--- src/rtl/uart_rx_status.sv ---
// uart_rx_status: receive-side line status bits and RX interrupt requests.
// Tracks FIFO head errors, error-entry count and character-timeout idle time.
module uart_rx_status #(
    parameter int TIMEOUT_CHARS = 4
) (
    input  logic        PCLK,
    input  logic        PRESETn,
    input  logic        enable,
    input  logic [7:0]  LCR,
    input  logic [1:0]  FCR_trig,
    input  logic [2:0]  IER,
    input  logic        push_rx_fifo,
    input  logic        pop_rx_fifo,
    input  logic [4:0]  rx_fifo_count,
    input  logic        rx_fifo_empty,
    input  logic        rx_fifo_full,
    input  logic [10:0] rx_fifo_out,
    input  logic        parity_error,
    input  logic        framing_error,
    input  logic        break_error,
    input  logic        rx_overrun,
    input  logic        rx_fifo_reset,
    input  logic        lsr_read,
    output logic        lsr_dr,
    output logic        lsr_oe,
    output logic        lsr_pe,
    output logic        lsr_fe,
    output logic        lsr_bi,
    output logic        lsr_fifo_err,
    output logic        rx_data_int,
    output logic        rx_timeout_int,
    output logic        rx_ls_int
);

    logic        head_new;
    logic [4:0]  err_cnt;
    logic [9:0]  tmo_cnt;
    logic [3:0]  frame_bits;
    logic [9:0]  tmo_limit;
    logic [4:0]  trig_lvl;
    logic        err_inc;
    logic        err_dec;
    logic        tmo_hit;
    logic        unused_ok;

    // Fields this block never looks at.
    assign unused_ok = ^{LCR[7:4], IER[1], rx_fifo_out[7:0]};

    // One character in bit times: start + data + parity + stop(s).
    always_comb begin
        frame_bits = 4'd7
                   + {2'b00, LCR[1:0]}
                   + {3'b000, LCR[3]}
                   + {3'b000, LCR[2]};
    end

    // Idle limit in enable ticks; follows LCR with no delay.
    always_comb begin
        tmo_limit = 10'(TIMEOUT_CHARS * 16) * {6'b0, frame_bits};
    end

    // RX trigger level decode.
    always_comb begin
        trig_lvl = 5'd1;
        unique case (FCR_trig)
            2'b00: trig_lvl = 5'd1;
            2'b01: trig_lvl = 5'd4;
            2'b10: trig_lvl = 5'd8;
            2'b11: trig_lvl = 5'd14;
        endcase
    end

    // Error-entry bookkeeping terms and the timeout match.
    always_comb begin
        err_inc = push_rx_fifo
                & (parity_error | framing_error | break_error)
                & ~rx_fifo_full;
        err_dec = pop_rx_fifo
                & (|rx_fifo_out[10:8])
                & (err_cnt != 5'd0);
        tmo_hit = (tmo_cnt == tmo_limit)
                & ~rx_fifo_empty
                & IER[0];
    end

    assign lsr_fifo_err = (err_cnt != 5'd0);

    // Data ready; a push looks ahead so DR rises one cycle after it.
    always_ff @(posedge PCLK or negedge PRESETn) begin
        if (!PRESETn)
            lsr_dr <= 1'b0;
        else if (rx_fifo_reset)
            lsr_dr <= 1'b0;
        else
            lsr_dr <= ~rx_fifo_empty | push_rx_fifo;
    end

    // Overrun is sticky until an LSR read; a new overrun beats the read.
    always_ff @(posedge PCLK or negedge PRESETn) begin
        if (!PRESETn)
            lsr_oe <= 1'b0;
        else if (push_rx_fifo && rx_overrun)
            lsr_oe <= 1'b1;
        else if (lsr_read)
            lsr_oe <= 1'b0;
    end

    // Flags a new entry arriving at the FIFO head.
    always_ff @(posedge PCLK or negedge PRESETn) begin
        if (!PRESETn)
            head_new <= 1'b0;
        else if (rx_fifo_reset)
            head_new <= 1'b0;
        else
            head_new <= (push_rx_fifo && rx_fifo_empty)
                     || (pop_rx_fifo && rx_fifo_count > 5'd1);
    end

    // Head error bits latch into the LSR; set beats a same-cycle read.
    always_ff @(posedge PCLK or negedge PRESETn) begin
        if (!PRESETn) begin
            lsr_pe <= 1'b0;
            lsr_fe <= 1'b0;
            lsr_bi <= 1'b0;
        end else begin
            lsr_pe <= (head_new & rx_fifo_out[9])
                    | (lsr_pe & ~lsr_read);
            lsr_fe <= (head_new & rx_fifo_out[8])
                    | (lsr_fe & ~lsr_read);
            lsr_bi <= (head_new & rx_fifo_out[10])
                    | (lsr_bi & ~lsr_read);
        end
    end

    // Count of erroneous entries held in the FIFO.
    always_ff @(posedge PCLK or negedge PRESETn) begin
        if (!PRESETn)
            err_cnt <= 5'd0;
        else if (rx_fifo_reset)
            err_cnt <= 5'd0;
        else if (err_inc && !err_dec)
            err_cnt <= err_cnt + 5'd1;
        else if (err_dec && !err_inc)
            err_cnt <= err_cnt - 5'd1;
    end

    // Idle-time counter; clamps when LCR shrinks the limit below it.
    always_ff @(posedge PCLK or negedge PRESETn) begin
        if (!PRESETn)
            tmo_cnt <= 10'd0;
        else if (rx_fifo_reset || push_rx_fifo
                 || pop_rx_fifo || rx_fifo_empty)
            tmo_cnt <= 10'd0;
        else if (tmo_cnt > tmo_limit)
            tmo_cnt <= tmo_limit;
        else if (enable && tmo_cnt != tmo_limit)
            tmo_cnt <= tmo_cnt + 10'd1;
    end

    // Character timeout request; pop, FIFO clear or disable drops it.
    always_ff @(posedge PCLK or negedge PRESETn) begin
        if (!PRESETn)
            rx_timeout_int <= 1'b0;
        else if (rx_fifo_reset || pop_rx_fifo || !IER[0])
            rx_timeout_int <= 1'b0;
        else if (tmo_hit)
            rx_timeout_int <= 1'b1;
    end

    // Trigger-level and line-status requests.
    always_ff @(posedge PCLK or negedge PRESETn) begin
        if (!PRESETn) begin
            rx_data_int <= 1'b0;
            rx_ls_int   <= 1'b0;
        end else if (rx_fifo_reset) begin
            rx_data_int <= 1'b0;
            rx_ls_int   <= 1'b0;
        end else begin
            rx_data_int <= IER[0] && (rx_fifo_count >= trig_lvl);
            rx_ls_int   <= IER[2]
                        && (lsr_oe | lsr_pe | lsr_fe | lsr_bi);
        end
    end

endmodule

--- config.mk ---
export PLATFORM = sky130hd
export DESIGN_NAME = uart_rx_status
export DESIGN_NICKNAME = d
export VERILOG_FILES = /design/src/rtl/uart_rx_status.sv
export SDC_FILE = /design/constraint.sdc
export NUM_CORES = 1
export LEC_CHECK = 0
export CAP_MARGIN = 20
export CELL_PAD_IN_SITES_DETAIL_PLACEMENT = 1
export CELL_PAD_IN_SITES_GLOBAL_PLACEMENT = 1
export CORE_MARGIN = 2
export CORE_UTILIZATION = 37
export DETAILED_ROUTE_END_ITERATION = 16
export PLACE_DENSITY_LB_ADDON = 0.1
export SLEW_MARGIN = 20
export SYNTH_ARGS = -nofsm -noshare
export SYNTH_HDL_FRONTEND = slang
export SYNTH_SLANG_ARGS = --single-unit
--- constraint.sdc ---
create_clock -name PCLK -period 6.3 [get_ports PCLK]
set_input_delay 1.26 -clock PCLK [delete_from_list [all_inputs] [get_ports PCLK]]
set_output_delay 1.26 -clock PCLK [all_outputs]
set_load 0.1 [all_outputs]
==> results.yml, run 1 <==
die:
  die_w_um: 71.19
  start_util: 0.3836
  core_um2: 4354
  io_pins: 51
  num_rows: 24
  die_h_um: 71.19
  die_area_um2: 5068
grt:
  gr-total-overflow: 0
  antenna_found_initial: 0
  grt_max_degree: 25
  grt_first_pass_wirelength_um: 7417
  grt_pass1_vias: 1653
  gr-usage-all-layers: 0.1821
final_layout:
  diodes: 0
  finalNonFillerCells: 271
  seq_area_um2: 600.6
  area_delta_synth_final_pct: 28.69
  drive_above_1_share: 0.05479
  nNetsFinal: 281
  multi_input_area_um2: 979.7
  fill_cells: 502
timing:
  maxSlewHeadroom: 0.3497
  period_share: 0.6576
  fmax_mhz: 241.4
  setup_viol: 0
  rsz0062_at_grt: "false"
  worst_slack_ns: 2.157
  fin_setup_tns_ns: 0
  post-route-min-period_ns: 4.143
  slew_viol_final: 0
  worstMarginPinSlew_ns: 0.9724
  skew_ns: 0.006183
  hold_viol_final: 0
yosys:
  synth.top_cells.by_count: "dfrtp_1, inv_1, ha_1, nor2_1, nand2_1"
  syn-cell-area_um2: 1670
  synth_cell_types: 45
  synthArstFlopShare: 1.000
  seq_area_frac_synth: 0.3596
  yosys-top-cells-area: "dfrtp_1, ha_1, inv_1"
  ys.flop_type: "dfrtp_1"
  syn_inst: 180
  yosysMostFrequentCell: "dfrtp_1"
  syn_nets: 241
  synth_seq_cells: 24
  synth_largest_area_cell: "dfrtp_1"
  synth_edf_count: 0
  yosysWarnings: 0
  yosysTopAreaCellShare: 0.3596
  synth_area_per_cell_um2: 9.280
routing:
  vias: 1471
  avgRoutedWirePerCell_um: 15.38
  drc: 0
  firstDrtPassIters: 4
  routed_wl_um: 4167
  vias_per_cell: 5.428
  drt_first_iter_violations: 57
  postRouteAntennaNets: 0
clocking:
  cts_root_buffer: "clkbuf_8"
  cts_sinks: 24
  clock_latency_ns: 0.28
  numCtsBuffers: 3
  path_clk_slew_ns: 0.09
  tritoncts: "yes"
  ctsResizeCount: 0
  clockBufferDepth: 2
  post-cts-setup-buffer-count: 0
  htreeDepth: 1
  ctsHoldBuffers: 0
critical_path:
  crit_arrival_ns: 4.31
  cp_data_required_time_ns: 6.47
  cp-start-kind: "input pin"
  max_stage_delay_ns: 0.51
  worstSetupEndpointType: "flip-flop"
  critPathKind: "input pin to flip-flop"
  crit_slowest_cell: "fa_1"
  cp_max_fo: 4
  crit_chain: "clkdlybuf4s50_1, inv_1, ha_1, inv_1, ha_1, fa_1, inv_1, ha_1, nor2b_1, o211a_1, o31a_1, and4_1, a221o_1"
place:
  hpwl_um: 3272
  gp_congestion: 0.8102
  place_inst: 267
  io_buffers: 37
  dpl_worst_slack_ns: 1.833
power_and_ir_drop:
  power_leakage_nw: 0.9845
  power-per-cell-area_nw_per_um2: 268.8
  ir_worst_vdd_mv: 0.3706
flow_run:
  max_cap_violations: 0
status:
  status: "finished clean"
hold_path:
  hp-class: "flip-flop to flip-flop"
[worst max-delay path: cells and delay by family]
kind	cells	cell delay (ns)
buffers and inverters	4	0.59
AND/OR/NAND/NOR	2	0.35
AO/OA/AOI/OAI	3	0.85
adder cells (fa/ha/maj)	4	1.26
[per-layer routing]
layer  up-vias  track usage  share of wire
li1        705            -              -
met1       737       0.2351           0.45
met2        25       0.3169           0.51
met3         4      0.03134          0.035
met4         0      0.04403         0.0086
met5         -            0              0
[report_power, final]
part / switching (W) / internal, W / leakage, nW
clock network: 0.0000542 / 0.0000560 / 0.0288
logic: 0.000172 / 0.000105 / 0.634
registers: 0.0000188 / 0.000171 / 0.322
total: 0.000245 / 0.000333 / 0.984
[registers in the layout (all words and copies together), names as in the netlist]
register and cells:
err_cnt 5, head_new 1, lsr_bi 1, lsr_dr 1, lsr_fe 1, lsr_oe 1, lsr_pe 1, rx_data_int 1
rx_ls_int 1, rx_timeout_int 1, tmo_cnt 10
[worst paths after layout]
path	slack, ns	depth (start not counted)	to	startpoint
max	2.16	13	tmo_cnt[9]	LCR[0]
min	0.56	2	lsr_pe	head_new
max reg2reg	3.71	9	err_cnt[4]	err_cnt[1]
min reg2reg	0.56	2	lsr_pe	head_new
max in group asynchronous	4.70	2	tmo_cnt[4]	PRESETn
min in group asynchronous	1.35	2	tmo_cnt[7]	PRESETn
[logic make-up after synthesis]
kind of cell / Yosys count / share of synthesized area
AOI/OAI and AO/OA: 31 / 0.1236
xor gates and xnor gates: 10 / 0.05244
buffers and inverters: 22 / 0.05393
DFF: 24 / 0.3596
and+or+nand+nor: 69 / 0.2285
adders and majority gates: 19 / 0.1513
muxes: 5 / 0.03071
[cell type report]
type                            instances  share of cell area
Sequential cell                        24              0.2794
Multi-Input combinational cell        134              0.4558
Tap cell                               52             0.03027
Clock buffer                            4             0.02561
Timing Repair Buffer                   38              0.1758
Inverter                               19             0.03318
[cells in the final DEF, fill, tap and decap left out, drive strengths merged, types with 4 or more instances in the layout]
master and n:
clkdlybuf4s50 37, dfrtp 24, inv 19, nor2 17, ha 17, nand2 13, a21oi 11, xor2 7
o21ai 7, nor3 6, nand4 5, mux2i 4, nand3 4, clkbuf 4
[through the flow]
stage | cell area [um2] | power, W | hold slack (ns) | utilization
finish | 2150 | 0.0005778 | 0.5570 | 0.4937
detailed placement | 2095 | 0.0004704 | 0.5258 | 0.4810
global route | 2150 | 0.0006175 | 0.6050 | 0.4937
CTS | 2150 | 0.0005859 | 0.5681 | 0.4937
floorplan | 1670 | 0.0003911 | 0.4725 | -
global placement | 2095 | 0.0004551 | 0.5130 | 0.4810
Power figures use the tool's default switching activity.
==> run 2: changes to the inputs <==
CORE_UTILIZATION = 31   (was 37)
clock period = 3.4 ns   (was 6.3 ns; I/O delays follow)
==> run 2 against run 1 <==
Largest power group unchanged. Cell count rose by 13%. Clock power rose by 130%. Critical endpoint unchanged. Combinational power increased by 92%. Largest cell class unchanged.
==> results.yml, run 2 (same netlist as run 1, synthesis figures left out) <==
status:
  status: "finished clean"
place:
  place_inst: 300
  hpwl_um: 3572
  gp_congestion: 0.7662
  io_buffers: 37
grt:
  gr-total-overflow: 0
  grt_first_pass_wirelength_um: 7969
  grt_max_degree: 25
  grt_pass1_vias: 1704
  gr-usage-all-layers: 0.1618
  antenna_found_initial: 0
  grt-busiest-layer: "met2"
  gr-usage-met1: 0.1952
  grt_use_met2: 0.2965
  grt_util_met3: 0.03372
die:
  die_h_um: 77.41
  io_pins: 51
  die_area_um2: 5992
  num_rows: 26
  start_util: 0.3250
  core_um2: 5140
  die_w_um: 77.41
critical_path:
  critPathKind: "input pin to flip-flop"
  cp_data_required_time_ns: 3.55
  cp_max_fo: 3
  worstSetupEndpointType: "flip-flop"
  crit_arrival_ns: 3.35
  cp-start-kind: "input pin"
clocking:
  numCtsBuffers: 3
  path_clk_slew_ns: 0.09
  htreeDepth: 1
  ctsHoldBuffers: 0
  cts_root_buffer: "clkbuf_8"
  cts_sinks: 24
  clock_latency_ns: 0.26
  clockBufferDepth: 2
  tritoncts: "yes"
timing:
  period_share: 0.9410
  slew_viol_final: 0
  skew_ns: 0.007110
  setup_viol: 0
  worstMarginPinSlew_ns: 0.9931
  maxSlewHeadroom: 0.3359
  fmax_mhz: 312.5
  fin_setup_tns_ns: 0
  rsz0062_at_grt: "false"
  hold_viol_final: 0
  post-route-min-period_ns: 3.200
final_layout:
  diodes: 0
  finalNonFillerCells: 307
  area_delta_synth_final_pct: 40.15
  nNetsFinal: 299
  top_regs: "tmo_cnt (10), err_cnt (5)"
  layout_commonest_cell: "clkdlybuf4s50_1"
  drive_above_1_share: 0.1730
  final_cell_mix: "clkdlybuf4s50_1, dfrtp_1, buf_4, inv_1, nor2_1"
  largest_register_ffs: 10
  top_register: "tmo_cnt"
power_and_ir_drop:
  power-per-cell-area_nw_per_um2: 485.4
  ir_worst_vdd_mv: 0.4039
  power_leakage_nw: 1.090
routing:
  routed_wl_um: 4434
  drc: 0
  drt_first_iter_violations: 43
  vias: 1494
  postRouteAntennaNets: 0
  firstDrtPassIters: 4
  avgRoutedWirePerCell_um: 14.44
  vias_per_cell: 4.866
flow_run:
  max_cap_violations: 0
hold_path:
  hp-class: "flip-flop to flip-flop"
==> run 2: final cells by class <==
| cell class | instances | area (um2) |
|---|---|---|
| sequential | 24 | 600.6 |
| clock inverter | 1 | 30.03 |
| tap | 70 | 87.58 |
| fill | 637 | 2799 |
| timing repair buffer | 56 | 505.5 |
| inverter | 19 | 71.32 |
| multi-input combinational | 134 | 1005 |
| clock buffer | 3 | 41.29 |
==> run 2: routing by layer <==
| layer | vias to the layer above | share of wire |
|---|---|---|
| li1 | 740 | - |
| met3 | 2 | 0.046 |
| met1 | 722 | 0.44 |
| met2 | 30 | 0.51 |
| met5 | - | 0 |
| met4 | 0 | 0.0052 |
==> run 2: metrics by stage <==
stage               total power (W)  area [um2]  worst slack (ns)  utilization  hold slack (ns)
finish                     0.001136        2341            0.2005       0.4555           0.5476
global route               0.001221        2341           0.07765       0.4555           0.5873
CTS                        0.001156        2341            0.2232       0.4555           0.5603
detailed placement        0.0008885        2217           -0.4375       0.4314           0.5361
global placement          0.0008541        2217           -0.3534       0.4314           0.5089
floorplan                 0.0007247        1670            0.1798            -           0.3844
==> run 2: timing repair <==
action | 4_1_cts | 5_1_grt
gates resized for setup | 11 | 0
buffers inserted | 3 | 0
setup endpoints to repair | 10 | 0
==> run 2: where the power goes <==
part / switching [W] / internal (W)
Clock: 0.0000919 / 0.000157
Combinational: 0.000318 / 0.000214
Sequential: 0.0000373 / 0.000318
==> run 2: critical path, cell delays in order <==
cell and delay, ns:
dlygate4sd2_1 0.21, inv_2 0.04, ha_1 0.26, inv_1 0.04, ha_2 0.17, fa_1 0.55, inv_2 0.07, ha_4 0.23
nor2b_4 0.12, o211a_1 0.24, o31a_1 0.30, and4_1 0.17, a221o_1 0.26
==> run 2: worst paths after layout <==
check | cells past startpoint | startpoint | to | slack, ns
max | 13 | LCR[3] | tmo_cnt[9] | 0.20
min | 2 | head_new | lsr_pe | 0.55
max reg2reg | 9 | err_cnt[1] | err_cnt[4] | 0.91
min reg2reg | 2 | head_new | lsr_pe | 0.55
max in group asynchronous | 2 | PRESETn | err_cnt[4] | 2.37
min in group asynchronous | 2 | PRESETn | rx_data_int | 0.77
